===== src/rtl/rand_matrix_filler.sv =====
// Drives the LFSR random-number core and streams a rows x cols matrix of signed
// elements, row-major, into matrix storage over a valid/ready write port.
module rand_matrix_filler #(
  parameter int MAX_DIM      = 5,
  parameter int DIM_W        = 3,
  parameter int DATA_W       = 8,
  parameter int PRIME_CYCLES = 3
) (
  input  logic              clk,
  input  logic              rst_n,
  input  logic              start,
  input  logic              abort,
  input  logic [DIM_W-1:0]  cfg_rows,
  input  logic [DIM_W-1:0]  cfg_cols,
  input  logic [DATA_W-1:0] cfg_min,
  input  logic [DATA_W-1:0] cfg_max,
  output logic              rng_en,
  output logic [DATA_W-1:0] rng_min,
  output logic [DATA_W-1:0] rng_max,
  input  logic [DATA_W-1:0] rng_val,
  output logic              wr_valid,
  input  logic              wr_ready,
  output logic [DIM_W-1:0]  wr_row,
  output logic [DIM_W-1:0]  wr_col,
  output logic [DATA_W-1:0] wr_data,
  output logic              busy,
  output logic              done,
  output logic              cfg_err,
  output logic              range_err
);

  localparam int PCW = (PRIME_CYCLES > 1) ? $clog2(PRIME_CYCLES) : 1;

  typedef enum logic [2:0] {
    S_IDLE   = 3'd0,
    S_SETTLE = 3'd1,
    S_PRIME  = 3'd2,
    S_FILL   = 3'd3,
    S_DONE   = 3'd4
  } state_t;

  state_t            state_q, state_d;
  logic [DIM_W-1:0]  rows_q, rows_d, cols_q, cols_d;
  logic [DIM_W-1:0]  row_q, row_d, col_q, col_d;
  logic [DATA_W-1:0] min_q, min_d, max_q, max_d;
  logic [PCW-1:0]    prime_cnt_q, prime_cnt_d;
  logic              cfg_err_q, cfg_err_d;
  logic              range_err_q, range_err_d;

  logic cfg_ok_s, accept_s, reject_s, hs_s;
  logic last_col_s, last_row_s, prime_last_s, out_of_range_s;

  assign cfg_ok_s = (cfg_rows >= DIM_W'(1)) && (cfg_rows <= DIM_W'(MAX_DIM)) &&
                    (cfg_cols >= DIM_W'(1)) && (cfg_cols <= DIM_W'(MAX_DIM)) &&
                    !($signed(cfg_min) > $signed(cfg_max));
  // abort outranks start even in IDLE, so neither accept nor reject fires with it
  assign accept_s       = (state_q == S_IDLE) && start && !abort && cfg_ok_s;
  assign reject_s       = (state_q == S_IDLE) && start && !abort && !cfg_ok_s;
  assign hs_s           = wr_valid && wr_ready;
  assign last_col_s     = (col_q == (cols_q - DIM_W'(1)));
  assign last_row_s     = (row_q == (rows_q - DIM_W'(1)));
  assign prime_last_s   = (prime_cnt_q == PCW'(PRIME_CYCLES - 1));
  assign out_of_range_s = ($signed(wr_data) < $signed(min_q)) ||
                          ($signed(wr_data) > $signed(max_q));

  // FSM state register
  always_ff @(posedge clk or negedge rst_n) begin
    if (!rst_n) begin
      state_q <= S_IDLE;
    end else begin
      state_q <= state_d;
    end
  end

  // FSM next-state logic
  always_comb begin
    state_d = state_q;
    if (abort) begin
      state_d = S_IDLE;
    end else begin
      case (state_q)
        S_IDLE:   state_d = accept_s ? S_SETTLE : S_IDLE;
        S_SETTLE: state_d = S_PRIME;
        S_PRIME:  state_d = prime_last_s ? S_FILL : S_PRIME;
        S_FILL:   state_d = (hs_s && last_row_s && last_col_s) ? S_DONE : S_FILL;
        S_DONE:   state_d = S_IDLE;
        default:  state_d = S_IDLE;
      endcase
    end
  end

  // FSM outputs; during FILL the RNG only advances when storage takes the element
  always_comb begin
    rng_en   = 1'b0;
    wr_valid = 1'b0;
    busy     = 1'b1;
    done     = 1'b0;
    case (state_q)
      S_IDLE:   busy = 1'b0;
      S_SETTLE: rng_en = 1'b0;
      S_PRIME:  rng_en = 1'b1;
      S_FILL: begin
        wr_valid = 1'b1;
        rng_en   = wr_ready;
      end
      S_DONE:   done = 1'b1;
      default:  busy = 1'b0;
    endcase
  end

  // Datapath next-state: config latches, prime counter, index counters, error flags
  always_comb begin
    rows_d      = rows_q;
    cols_d      = cols_q;
    min_d       = min_q;
    max_d       = max_q;
    range_err_d = range_err_q;
    cfg_err_d   = reject_s;
    prime_cnt_d = {PCW{1'b0}};
    row_d       = row_q;
    col_d       = col_q;

    if (accept_s) begin
      rows_d      = cfg_rows;
      cols_d      = cfg_cols;
      min_d       = cfg_min;
      max_d       = cfg_max;
      range_err_d = 1'b0;
    end else if (hs_s && out_of_range_s) begin
      range_err_d = 1'b1;
    end else begin
      range_err_d = range_err_q;
    end

    if ((state_q == S_PRIME) && !abort) begin
      prime_cnt_d = prime_cnt_q + PCW'(1);
    end else begin
      prime_cnt_d = {PCW{1'b0}};
    end

    if (abort || (state_q != S_FILL)) begin
      row_d = {DIM_W{1'b0}};
      col_d = {DIM_W{1'b0}};
    end else if (hs_s) begin
      if (last_col_s) begin
        col_d = {DIM_W{1'b0}};
        row_d = last_row_s ? {DIM_W{1'b0}} : (row_q + DIM_W'(1));
      end else begin
        col_d = col_q + DIM_W'(1);
      end
    end else begin
      row_d = row_q;
      col_d = col_q;
    end
  end

  // Datapath registers
  always_ff @(posedge clk or negedge rst_n) begin
    if (!rst_n) begin
      rows_q      <= {DIM_W{1'b0}};
      cols_q      <= {DIM_W{1'b0}};
      min_q       <= {DATA_W{1'b0}};
      max_q       <= {DATA_W{1'b0}};
      row_q       <= {DIM_W{1'b0}};
      col_q       <= {DIM_W{1'b0}};
      prime_cnt_q <= {PCW{1'b0}};
      cfg_err_q   <= 1'b0;
      range_err_q <= 1'b0;
    end else begin
      rows_q      <= rows_d;
      cols_q      <= cols_d;
      min_q       <= min_d;
      max_q       <= max_d;
      row_q       <= row_d;
      col_q       <= col_d;
      prime_cnt_q <= prime_cnt_d;
      cfg_err_q   <= cfg_err_d;
      range_err_q <= range_err_d;
    end
  end

  assign rng_min   = min_q;
  assign rng_max   = max_q;
  assign wr_data   = rng_val;
  assign wr_row    = row_q;
  assign wr_col    = col_q;
  assign cfg_err   = cfg_err_q;
  assign range_err = range_err_q;

endmodule


===== config.mk =====
export PLATFORM = sky130hd
export DESIGN_NAME = rand_matrix_filler
export DESIGN_NICKNAME = d
export VERILOG_FILES = /design/src/rtl/rand_matrix_filler.sv
export SDC_FILE = /design/constraint.sdc
export NUM_CORES = 1
export LEC_CHECK = 0
export BUFFER_PORTS_ARGS = -buffer_cell sky130_fd_sc_hd__buf_4
export CORE_MARGIN = 5
export CORE_UTILIZATION = 47
export CTS_BUF_LIST = sky130_fd_sc_hd__clkbuf_16
export CTS_CLUSTER_SIZE = 25
export DETAILED_ROUTE_END_ITERATION = 16
export HOLD_SLACK_MARGIN = 0.05
export PLACE_DENSITY = 0.77
export SYNTH_ARGS = -nofsm -noshare
export SYNTH_HDL_FRONTEND = slang
export SYNTH_SLANG_ARGS = --single-unit

===== constraint.sdc =====
create_clock -name clk -period 2 [get_ports clk]
set_clock_uncertainty 0.05 [all_clocks]
set_input_delay 0.4 -clock clk [delete_from_list [all_inputs] [get_ports clk]]
set_output_delay 0.4 -clock clk [all_outputs]
set_load 0.01 [all_outputs]

Word level (Yosys, flattened, before mapping)
Index checks and enable logic that the tools add are counted.

word-level totals
  register bits = 35
  bits of input ports = 35

operators by class
  add/subtract/negate cells = 5
  $lt $le $gt $ge = 7
  eq/ne operators = 8
  muxes and demuxes = 19
  reduce and logical (&&, ||, !) cells = 24

operators with widths
  kind                                                   count
  2-to-1 mux 3 bit                                       9
  > comparator 8 bit                                     2
  logical AND 1 bit                                      13
  case mux 3 bit (4 select lines)                        1
  less-than comparator 8 bit                             1
  2-to-1 mux 1 bit                                       7
  adder 3 x 1 -> 3 bit, second input constant            2
  equality test 3 x 2 -> 1 bit, second input constant    2
  equality test 3 bit                                    2
  >= comparator 3 x 1 -> 1 bit, second input constant    2
  less-or-equal comparator 3 bit, second input constant  2
  nonzero test 2 bit                                     3
  subtractor 3 x 1 -> 3 bit, second input constant       2
  OR reduction 4 bit                                     1
  equality test 3 x 1 -> 1 bit, second input constant    1
  equality test 3 bit, second input constant             1
  zero test 1 bit                                        3
  zero test 3 bit                                        1
  != test 3 x 2 -> 1 bit, second input constant          1
  adder 2 x 1 -> 2 bit, second input constant            1
  equality test 2 bit, second input constant             1
  logical OR 1 bit                                       2
  2-to-1 mux 2 bit                                       1
  case mux 1 bit (2 select lines)                        1
  AND reduction 2 bit                                    1

Logic depth before layout (Yosys ltp)
  word-level depth = 9
  mapped depth = 8
  mapped depth without buffers = 7

Least setup slack after synthesis
No wires, ideal clock.

  kind = input-to-reg
  from = input port cfg_max[7]
  to = register rows_q[2]
  arrival = 2.252 ns
  required time = 1.825 ns
  path slack = -0.428 ns
  stages = 8
  path through = inv_1 -> ha_1 -> nand4_1 -> o22a_1 -> a21o_1 -> a311oi_4 -> buf_6 -> mux2_4

on the way
  word-level cells in the longest chain between the ends = 4

ends and longest elaborated chain
  item                  RTL line  source
  from (decl)           16        input logic [DATA_W-1:0] cfg_max,
  > comparator 8 bit    55        !($signed(cfg_min) > $signed(cfg_max));
  zero test 1 bit       55
  logical AND 1 bit     54        (cfg_cols >= DIM_W'(1)) && (cfg_cols <= DIM_W'(MAX_DIM)) &&
  logical AND 1 bit     57        assign accept_s = (state_q == S_IDLE) && start && !abort && cfg_ok_s;
  to (signal assigned)  160       rows_q <= {DIM_W{1'b0}};
  to (signal assigned)  170       rows_q <= rows_d;
  to (decl)             43        logic [DIM_W-1:0] rows_q, rows_d, cols_q, cols_d;

No other way between the ends.
A chain may end at the register's enable or synchronous reset.

Final worst setup path
  from = input port cfg_max[5]
  to = register min_q[0], in the netlist rng_min[0]

on the way
  word-level cells in the longest chain between the ends = 4

ends and longest elaborated chain
  item                  RTL line  source
  > comparator 8 bit    55
  zero test 1 bit       55
  logical AND 1 bit     54
  logical AND 1 bit     57
  to (signal assigned)  162       min_q <= {DATA_W{1'b0}};
  to (signal assigned)  172       min_q <= min_d;
  to (decl)             45        logic [DATA_W-1:0] min_q, min_d, max_q, max_d;

No other way between the ends.

==> results by group <==
Yosys
  • Post-Synthesis Cells: 219
  • Synth top area share: 37.7%
  • Post-synth top cells: 35 x dfrtp_1, 31 x inv_1, 28 x ha_1, 11 x a21oi_1, 11 x mux2_4
  • Mean post-synth cell area: 10.6 um^2
  • Synth Flop Type: dfrtp_1
  • Count leader, synth: dfrtp_1
  • Post-synth ARST share: 100%
  • Synth area leaders: dfrtp_1 38%, ha_1 15%, mux2_4 7.1%
  • Post-synthesis net count: 282
  • Post-synthesis cell area: 0.00232 mm^2
  • Largest area contributor in the netlist: dfrtp_1
  • EDFF count, synth: 0
  • Unique masters post-synth: 39
  • Seq/Total Area, Yosys: 37.7%
  • Synthesized flop and latch total: 35
  • Yosys warnings: 0

Setup path
  • R2R Path Start: cols_q[1]$_DFFE_PN0N_
  • CP Max Fanout: 5
  • Critical path class: in -> reg
  • Crit path arrival time: 2240 ps
  • Crit. End Element: register
  • R2R depth: 6
  • R2r setup slk: 30 ps
  • Data required, critical path: 2110 ps
  • Critical Path Start Type: input pin
  • R2R Path End: wr_col[2]$_DFFE_PN0P_

Floorplanning
  • # IOs: 71
  • Die Ht: 80.3 um
  • Width of the chip: 80.3 um
  • Cell row count: 25
  • Starting Density: 48.9%
  • Core area: 0.00475 mm^2
  • Die area: 0.00645 mm^2

Timing
  • Worst-Margin Slew: 455 ps
  • Final setup viols: 23
  • Minimum clock period: 2130 ps
  • Worst setup margin: -130 ps
  • Endpoints failing hold: 0
  • Fin Hold WS: 254 ps
  • Max-slew headroom: 69.6%
  • F_max: 470 MHz
  • RSZ-0062 raised after global routing: true
  • Setup TNS: -2250 ps
  • Period utilization: 106%
  • Max Slew Vio Count: 0

Final layout
  • Nets: 371
  • Design Area, Final: 0.00343 mm^2
  • Area Growth Syn to Fin: 47.6%
  • Layout cell share with drive strength beyond 1: 43.7%
  • Util after Layout: 72.2%
  • Ant diodes: 0

Placement
  • Placed inst area: 0.00303 mm^2
  • Routability cong.: 0.848
  • Final HPWL DP: 4350 um
  • IO buf count: 70

CTS
  • CTS Root Cell: clkbuf_16
  • Clock Pin Slew Worst Setup and Hold Paths: 50 ps
  • CTS H-tree depth: 2
  • CTS Buf Count: 5
  • TritonCTS clock tree: built
  • Clock Tree Buf Depth: 2
  • CTS sink count: 35
  • Worst skew pair latency: 280 ps

GRT
  • Initial antenna violation count: 0
  • GR Overflow Total: 0
  • Largest net degree at the start of global routing: 36
  • First-pass GRT wire length: 9490 um
  • Global-route usage over all layers: 19.3%
  • Vias in the first global route: 2027

Run status
  • Failing checks: negative setup slack
  • Status: finished, violations left

Routing
  • DR WL/cell: 15.7 um
  • Post-route ant nets: 0
  • DR vias: 1939
  • Final wirelength: 5890 um
  • Remaining DRCs: 0
  • Via/cell ratio: 5.16
  • Pre-Repair DR Iteration Count: 4
  • Number of DRC markers in iteration 0: 80

Power
  • Worst vdd ir: 0.529 mV
  • Leakage: 0.00174 uW
  • PwrDens: 1030 mW/mm^2

Worst hold path
  • HP Start: abort
  • Hold worst-path end: state_q[2]$_DFF_PN0_
  • Hold WC Path Type: in -> reg
  • Worst hold stages: 2

Run
  • Max_cap viols: 0
-- layout by cell type (no fill, tap or decap), types with 8 or more instances in the layout --
cell     count
inv_1       26
ha_1        24
mux2_4      15
a21oi_1     11
nand2_1      9
buf_4       77
dfrtp_1     35
buf_6       12
nor2_1       8
-- area by class of cell --
| class | instances | area, um^2 |
|---|---|---|
| well taps | 67 | 83.8 |
| inverters | 31 | 149 |
| multi-input cells | 142 | 1360 |
| flip-flops and latches | 35 | 876 |
| repair buffers | 93 | 768 |
| clock buffers | 5 | 125 |
| fillers | 341 | 1320 |
| clock inverters | 3 | 67.6 |
-- what timing repair did --
| action | in CTS | in global routing |
|---|---|---|
| resized for setup | 22 | 9 |
| buffers inserted | 6 | 3 |
| pin swaps | 0 | 6 |
| endpoints found under the hold margin | 35 | 0 |
| hold buffers | 1 | 0 |
| gates cloned | 1 | 0 |
| endpoints found under the setup margin | 24 | 30 |
-- per-layer routing --
layer | part of all wire, % | global-route usage, % | up-vias
li1 | - | - | 938
met5 | 0 | 0 | -
met1 | 41 | 23.3 | 921
met2 | 51 | 33.7 | 71
met3 | 6.5 | 4.93 | 9
met4 | 1.6 | 5.24 | 0
-- power by group --
group          internal [uW]  leakage [uW]  total, uW  switching (uW)
Combinational            822       0.00121       1480             657
Sequential               900      0.000441       1050             149
Clock                    714     0.0000900       1020             303
-- logic make-up (layout without fill, tap and decap cells) --
family | count (synthesis) | after routing | share of synthesized area, %
mux | 22 | 22 | 12.1
flops | 35 | 35 | 37.7
simple gates | 48 | 48 | 11.0
buf+inv | 42 | 132 | 8.88
fa+ha+maj | 28 | 28 | 15.1
compound gates | 37 | 37 | 11.4
xor+xnor | 7 | 7 | 3.93
-- worst max-delay path by stage --
stage | end | cells after the start | slack (ps) | startpoint
CTS | rng_min[7]$_DFFE_PN0N_ | 10 | -100 | cfg_max[5]
global route | rng_min[3]$_DFFE_PN0N_ | 10 | -190 | cfg_max[6]
floorplan | rows_q[2]$_DFFE_PN0N_ | 8 | -280 | cfg_max[5]
finish | rng_min[0]$_DFFE_PN0N_ | 10 | -130 | cfg_max[5]
global placement | rows_q[1]$_DFFE_PN0N_ | 9 | -420 | cfg_max[5]
detailed placement | cols_q[1]$_DFFE_PN0N_ | 9 | -460 | cfg_max[5]
-- through the flow --
stage | cells | total power, uW | setup slack [ps]
finish | 376 | 3540 | -130
global route | 376 | 3770 | -195
detailed placement | 357 | 2380 | -455
CTS | 373 | 3480 | -102
global placement | 357 | 2340 | -423
floorplan | 219 | 1830 | -277
-- critical path, cell delays in order --
cell      delay, ps
buf_8            90
inv_12           30
ha_4            250
nand4_1         130
a211o_1         270
a21o_1          220
a311oi_4        230
buf_4           180
buf_6           130
mux2_4          300
-- state kept, by name, indices dropped and copies added, names as in the netlist --
name,flops
wr_row,3
wr_col,3
range_err,1
cols_q,3
rng_min,8
rng_max,8
prime_cnt_q,2
cfg_err,1
state_q,3
rows_q,3
(Power assumes the default switching activity.)
